[config.mk]
export PLATFORM = sky130hd
export DESIGN_NAME = data_skewer
export DESIGN_NICKNAME = d
export VERILOG_FILES = /design/src/rtl/data_skewer_pkg.sv /design/src/rtl/skew_lane.sv /design/src/rtl/data_skewer.sv
export SDC_FILE = /design/constraint.sdc
export NUM_CORES = 1
export LEC_CHECK = 0
export ABC_AREA = 1
export ABC_CLOCK_PERIOD_IN_PS = 2750
export CAP_MARGIN = 30
export CORE_ASPECT_RATIO = 0.8
export CORE_UTILIZATION = 49
export CTS_CLUSTER_DIAMETER = 60
export DETAILED_ROUTE_END_ITERATION = 12
export PLACE_DENSITY = 0.95
export SETUP_SLACK_MARGIN = 0.1
export SLEW_MARGIN = 20
export SYNTH_ARGS = -nofsm -noshare
export SYNTH_HDL_FRONTEND = slang
export SYNTH_SLANG_ARGS = --single-unit
[constraint.sdc]
create_clock -name clk -period 2.75 [get_ports clk]
set_input_delay 0.55 -clock clk [delete_from_list [all_inputs] [get_ports clk]]
set_output_delay 0.55 -clock clk [all_outputs]
set_load 0.05 [all_outputs]
[src/rtl/data_skewer_pkg.sv]
// Shared types for the data_skewer block: controller state encoding.
package data_skewer_pkg;

    typedef enum logic [1:0] {
        S_IDLE,
        S_FEED,
        S_DRAIN,
        S_DONE
    } skew_state_t;

endpackage

[src/rtl/skew_lane.sv]
// One lane of the skew pipeline: DEPTH-stage data+valid shift register
// with a synchronous clear that empties every stage at once.
module skew_lane #(
    parameter int DEPTH     = 1,
    parameter int DATA_SIZE = 32
) (
    input  logic                 clk,
    input  logic                 reset_n,
    input  logic                 clear,
    input  logic                 in_valid,
    input  logic [DATA_SIZE-1:0] in_data,
    output logic                 out_valid,
    output logic [DATA_SIZE-1:0] out_data
);

    logic [DEPTH-1:0]                valid_q;
    logic [DEPTH-1:0][DATA_SIZE-1:0] data_q;

    // NOTE: every stage is reset because the PEs consume zero-filled data;
    // an unreset stage would inject X into the array after power-up.
    always_ff @(posedge clk or negedge reset_n) begin
        if (!reset_n) begin
            valid_q <= '0;
            data_q  <= '0;
        end else if (clear) begin
            valid_q <= '0;
            data_q  <= '0;
        end else begin
            valid_q[0] <= in_valid;
            data_q[0]  <= in_data;
            for (int s = 1; s < DEPTH; s++) begin
                valid_q[s] <= valid_q[s-1];
                data_q[s]  <= data_q[s-1];
            end
        end
    end

    assign out_valid = valid_q[DEPTH-1];
    assign out_data  = data_q[DEPTH-1];

endmodule

[src/rtl/data_skewer.sv]
// Staggers fetched rows onto a diagonal wavefront for the systolic array;
// lane i is delayed i+1 cycles, and a small FSM tracks one matrix's feed and drain.
module data_skewer
    import data_skewer_pkg::*;
#(
    parameter int MATRIX_SIZE = 2,
    parameter int DATA_SIZE   = 32,
    parameter int ROWS        = MATRIX_SIZE
) (
    input  logic                                  clk,
    input  logic                                  reset_n,
    input  logic                                  enable,
    input  logic                                  in_valid,
    input  logic [MATRIX_SIZE-1:0][DATA_SIZE-1:0] in_data,
    output logic [MATRIX_SIZE-1:0][DATA_SIZE-1:0] out_data,
    output logic [MATRIX_SIZE-1:0]                out_valid,
    output logic                                  busy,
    output logic                                  done,
    output logic                                  overflow
);

    localparam int ROW_W   = $clog2(ROWS + 1);
    localparam int DRAIN_W = $clog2(MATRIX_SIZE + 1);
    localparam logic [ROW_W-1:0]   LAST_ROW   = ROW_W'(ROWS - 1);
    localparam logic [DRAIN_W-1:0] DRAIN_LAST = DRAIN_W'(MATRIX_SIZE - 1);

    skew_state_t          state, state_next;
    logic [ROW_W-1:0]     row_cnt, row_cnt_next;
    logic [DRAIN_W-1:0]   drain_cnt, drain_cnt_next;
    logic                 accept;
    logic                 drop;

    logic [MATRIX_SIZE-1:0][DATA_SIZE-1:0] lane_in;

    always_ff @(posedge clk or negedge reset_n) begin
        if (!reset_n) begin
            state     <= S_IDLE;
            row_cnt   <= '0;
            drain_cnt <= '0;
            overflow  <= 1'b0;
        end else begin
            state     <= state_next;
            row_cnt   <= row_cnt_next;
            drain_cnt <= drain_cnt_next;
            if (!enable)
                overflow <= 1'b0;
            else if (drop)
                overflow <= 1'b1;
        end
    end

    // NOTE: defaults first so every path assigns every output; no latches.
    always_comb begin
        state_next     = state;
        row_cnt_next   = row_cnt;
        drain_cnt_next = drain_cnt;
        accept         = 1'b0;
        drop           = 1'b0;
        if (!enable) begin
            state_next     = S_IDLE;
            row_cnt_next   = '0;
            drain_cnt_next = '0;
        end else begin
            unique case (state)
                S_IDLE: begin
                    if (in_valid) begin
                        accept         = 1'b1;
                        row_cnt_next   = ROW_W'(1);
                        drain_cnt_next = '0;
                        state_next     = (ROWS == 1) ? S_DRAIN : S_FEED;
                    end
                end
                S_FEED: begin
                    if (in_valid) begin
                        accept       = 1'b1;
                        row_cnt_next = row_cnt + ROW_W'(1);
                        if (row_cnt == LAST_ROW) begin
                            state_next     = S_DRAIN;
                            drain_cnt_next = '0;
                        end
                    end
                end
                S_DRAIN: begin
                    drop = in_valid;
                    if (drain_cnt == DRAIN_LAST)
                        state_next = S_DONE;
                    else
                        drain_cnt_next = drain_cnt + DRAIN_W'(1);
                end
                S_DONE: begin
                    drop = in_valid;
                end
                default: state_next = S_IDLE;
            endcase
        end
    end

    // Unaccepted cycles feed zeros so idle lanes stay zero-filled.
    assign lane_in = accept ? in_data : '0;

    for (genvar i = 0; i < MATRIX_SIZE; i++) begin : g_lane
        skew_lane #(
            .DEPTH    (i + 1),
            .DATA_SIZE(DATA_SIZE)
        ) u_lane (
            .clk      (clk),
            .reset_n  (reset_n),
            .clear    (!enable),
            .in_valid (accept),
            .in_data  (lane_in[i]),
            .out_valid(out_valid[i]),
            .out_data (out_data[i])
        );
    end

    assign busy = (state == S_FEED) || (state == S_DRAIN);
    assign done = (state == S_DONE);

endmodule

==> flow_summary.ini <==
[global_route]
grt.total_usage_pct = 18.80
antenna_found_initial = 0
grt_pass1_vias = 2713
grt_overflow = 0
grt_pass1_wl_mm = 12.54
grt_max_degree = 106

[synth]
ys_seq_area_share_pct = 64.26
yosys_warnings = 0
synth.distinct_cells = 17
synth-edff-count = 0
synth-seq-cells = 105
avgSynthCellArea_sq_um = 10.07
synthCells = 406
synth_area_sq_um = 4089
synthArstFlopShare_pct = 100.0
synth_flop_cell = dfrtp_1
syn-num-nets = 482

[placed_design]
port_buffers = 136
dp.cells = 607
place_hpwl_mm = 5.257
gp_congestion = 0.7907

[timing]
relSlewSlack_pct = 54.46
worstMarginPinSlew_ns = 0.6832
clock_skew_ns = 0.009346
fin_crit_sh_pct = 84.46
final-hold-violation-count = 0
drv_slew = 0
fmax_mhz = 430.5
rsz0062_at_grt = false
tns_ns = 0
finalSetupViolCount = 0
period_needed_ns = 2.323

[pwr]
p_per_area_nw_per_um2 = 672.3
peakVddDrop_uv = 393.2
p_leak_nw = 3.079

[critical_path]
end_kind = output port
start_kind = flop
critPathMaxFanout = 5
rrSetupSlack_ns = 0.93
worst-setup-path-type = flop to output port
worstSetupStartpoint = state[0]
reg2reg_to = g_lane[0].u_lane.out_data[26]
cp.arrival_ns = 1.77
r2r-start = state[0]
critPathRequiredTime_ns = 2.20
r2r_cells = 6

[clock_tree]
root_buffer = clkbuf_8
postCtsHoldBufs = 0
post_cts_buffers = 0
clk_pin_slew_ns = 0.10
clock_sinks = 105
tritoncts.num_buffers = 9
htreeDepth = 3
ctsLongestPathBuffers = 2
cts_tree = yes
clock_latency_ns = 0.36

[routing]
drc = 0
wirelength_mm = 7.281
drt_iter0_drc = 114
num_vias = 2634
wl_per_cell_microns = 11.69
drt_pass1_iterations = 4
vias_per_cell = 4.228
ant_nets = 0

[die]
row_count = 29
initial_core_util_pct = 50.99
core-area_sq_um = 8019
dieArea_sq_um = 8716
ioPinCount = 137
die_h_microns = 83.71
die_w_microns = 104.1

[cells_and_area]
regArea_sq_um = 2628
final_nets = 586
drive_gt1_share_pct = 6.990
fillers = 614
syn_to_final_growth_pct = 32.74
multi_input_area_sq_um = 691.9
final_cells = 623
antenna-diode-count = 0

[run]
maxCapViolCount = 0

[outcome]
status = complete, no violations

[min_path]
hp-class = input pin to asynchronous set/reset pin
## worst max-delay path by stage
stage | to | slack, ns | cells after the start
2_1_floorplan | drain_cnt[0] | 1.12 | 7
3_3_place_gp | busy | 0.62 | 3
3_5_place_dp | busy | 0.54 | 3
4_1_cts | busy | 0.14 | 3
5_1_grt | done | 0.32 | 2
6_report | done | 0.43 | 2
## synthesized netlist by cell type, types with 2 or more instances
library cell  instances  share of area [%]
ha_1                  8                2.4
o21ai_0               5               0.61
inv_1               108                9.9
nand2_1              53                4.9
a21oi_1               2               0.24
nor2_1               57                5.2
nand3_1               5               0.61
buf_6                 6                1.7
dfrtp_1             105                 64
nor2_2               13                2.0
buf_4                38                7.0
## per-stage QoR
| stage | total power (W) | utilization [%] | instance area [sq um] | hold WS [ns] | setup slack, ns |
|---|---|---|---|---|---|
| floorplan | 0.002502 | - | 4089 | 0.2544 | 1.115 |
| global placement | 0.002786 | 65.44 | 5248 | 0.4135 | 0.6159 |
| detailed placement | 0.002832 | 65.44 | 5248 | 0.4205 | 0.5424 |
| CTS | 0.003694 | 67.65 | 5425 | 0.2548 | 0.1380 |
| global route | 0.003843 | 67.69 | 5428 | 0.2642 | 0.3183 |
| finish | 0.003649 | 67.69 | 5428 | 0.2345 | 0.4272 |
## cells by family (layout without fill, tap and decap cells)
logic type,Yosys count,after routing,synth area share (%)
AO/OA/AOI/OAI,8,8,1.040
adder cells (fa/ha/maj),8,8,2.448
buffers and inverters,154,263,18.82
flip-flops,105,105,64.26
AND/OR/NAND/NOR,131,131,13.43
## cell usage in the layout (no fill, tap or decap), types with 2 or more instances in the layout
cell type / n
buf_4: 2
clkinv_2: 2
a21oi_1: 2
clkbuf_8: 9
nand3_1: 5
inv_6: 2
clkinvlp_4: 2
nand2_1: 53
nor2_2: 13
nor2_1: 57
inv_1: 108
o21ai_0: 5
ha_1: 8
dfrtp_1: 105
clkdlybuf4s50_1: 133
## worst max-delay path: stages, from the launching register on
cell	delay [ns]
dfrtp_1	0.43
ha_1	0.19
clkdlybuf4s50_1	0.80
## power by group
group	internal (W)	switching (W)	total [W]
logic	0.000353	0.000681	0.00103
clock network	0.000339	0.000522	0.000861
registers	0.00169	0.0000602	0.00175
total	0.00239	0.00126	0.00365
## sequential cells by signal (all words and copies together) (netlist names)
signal	cells
g_lane.u_lane.data_q	32
row_cnt	2
g_lane.u_lane.valid_q	2
g_lane.u_lane.out_data	64
overflow	1
state	2
drain_cnt	2
## final cells by class
cell class | count | area share [%]
clock buffer | 9 | 2.282
tap | 108 | 2.490
multi-input combinational | 147 | 12.75
clock inverter | 7 | 0.9912
sequential | 105 | 48.41
timing repair buffer | 138 | 25.50
inverter | 109 | 7.584
## what timing repair did
action,4_1_cts,5_1_grt
hold endpoints to repair,0,0
endpoints found under the setup margin,0,1
resized for setup,0,1
## routing by layer
metal | GRT usage, % | wire [microns] | vias to the layer above
met5 | 0 | 0 | -
met4 | 7.013 | 105 | 0
met3 | 6.245 | 466 | 11
met2 | 33.82 | 3966 | 86
met1 | 20.67 | 2742 | 1240
li1 | - | - | 1297
Power figures use the tool's default switching activity.
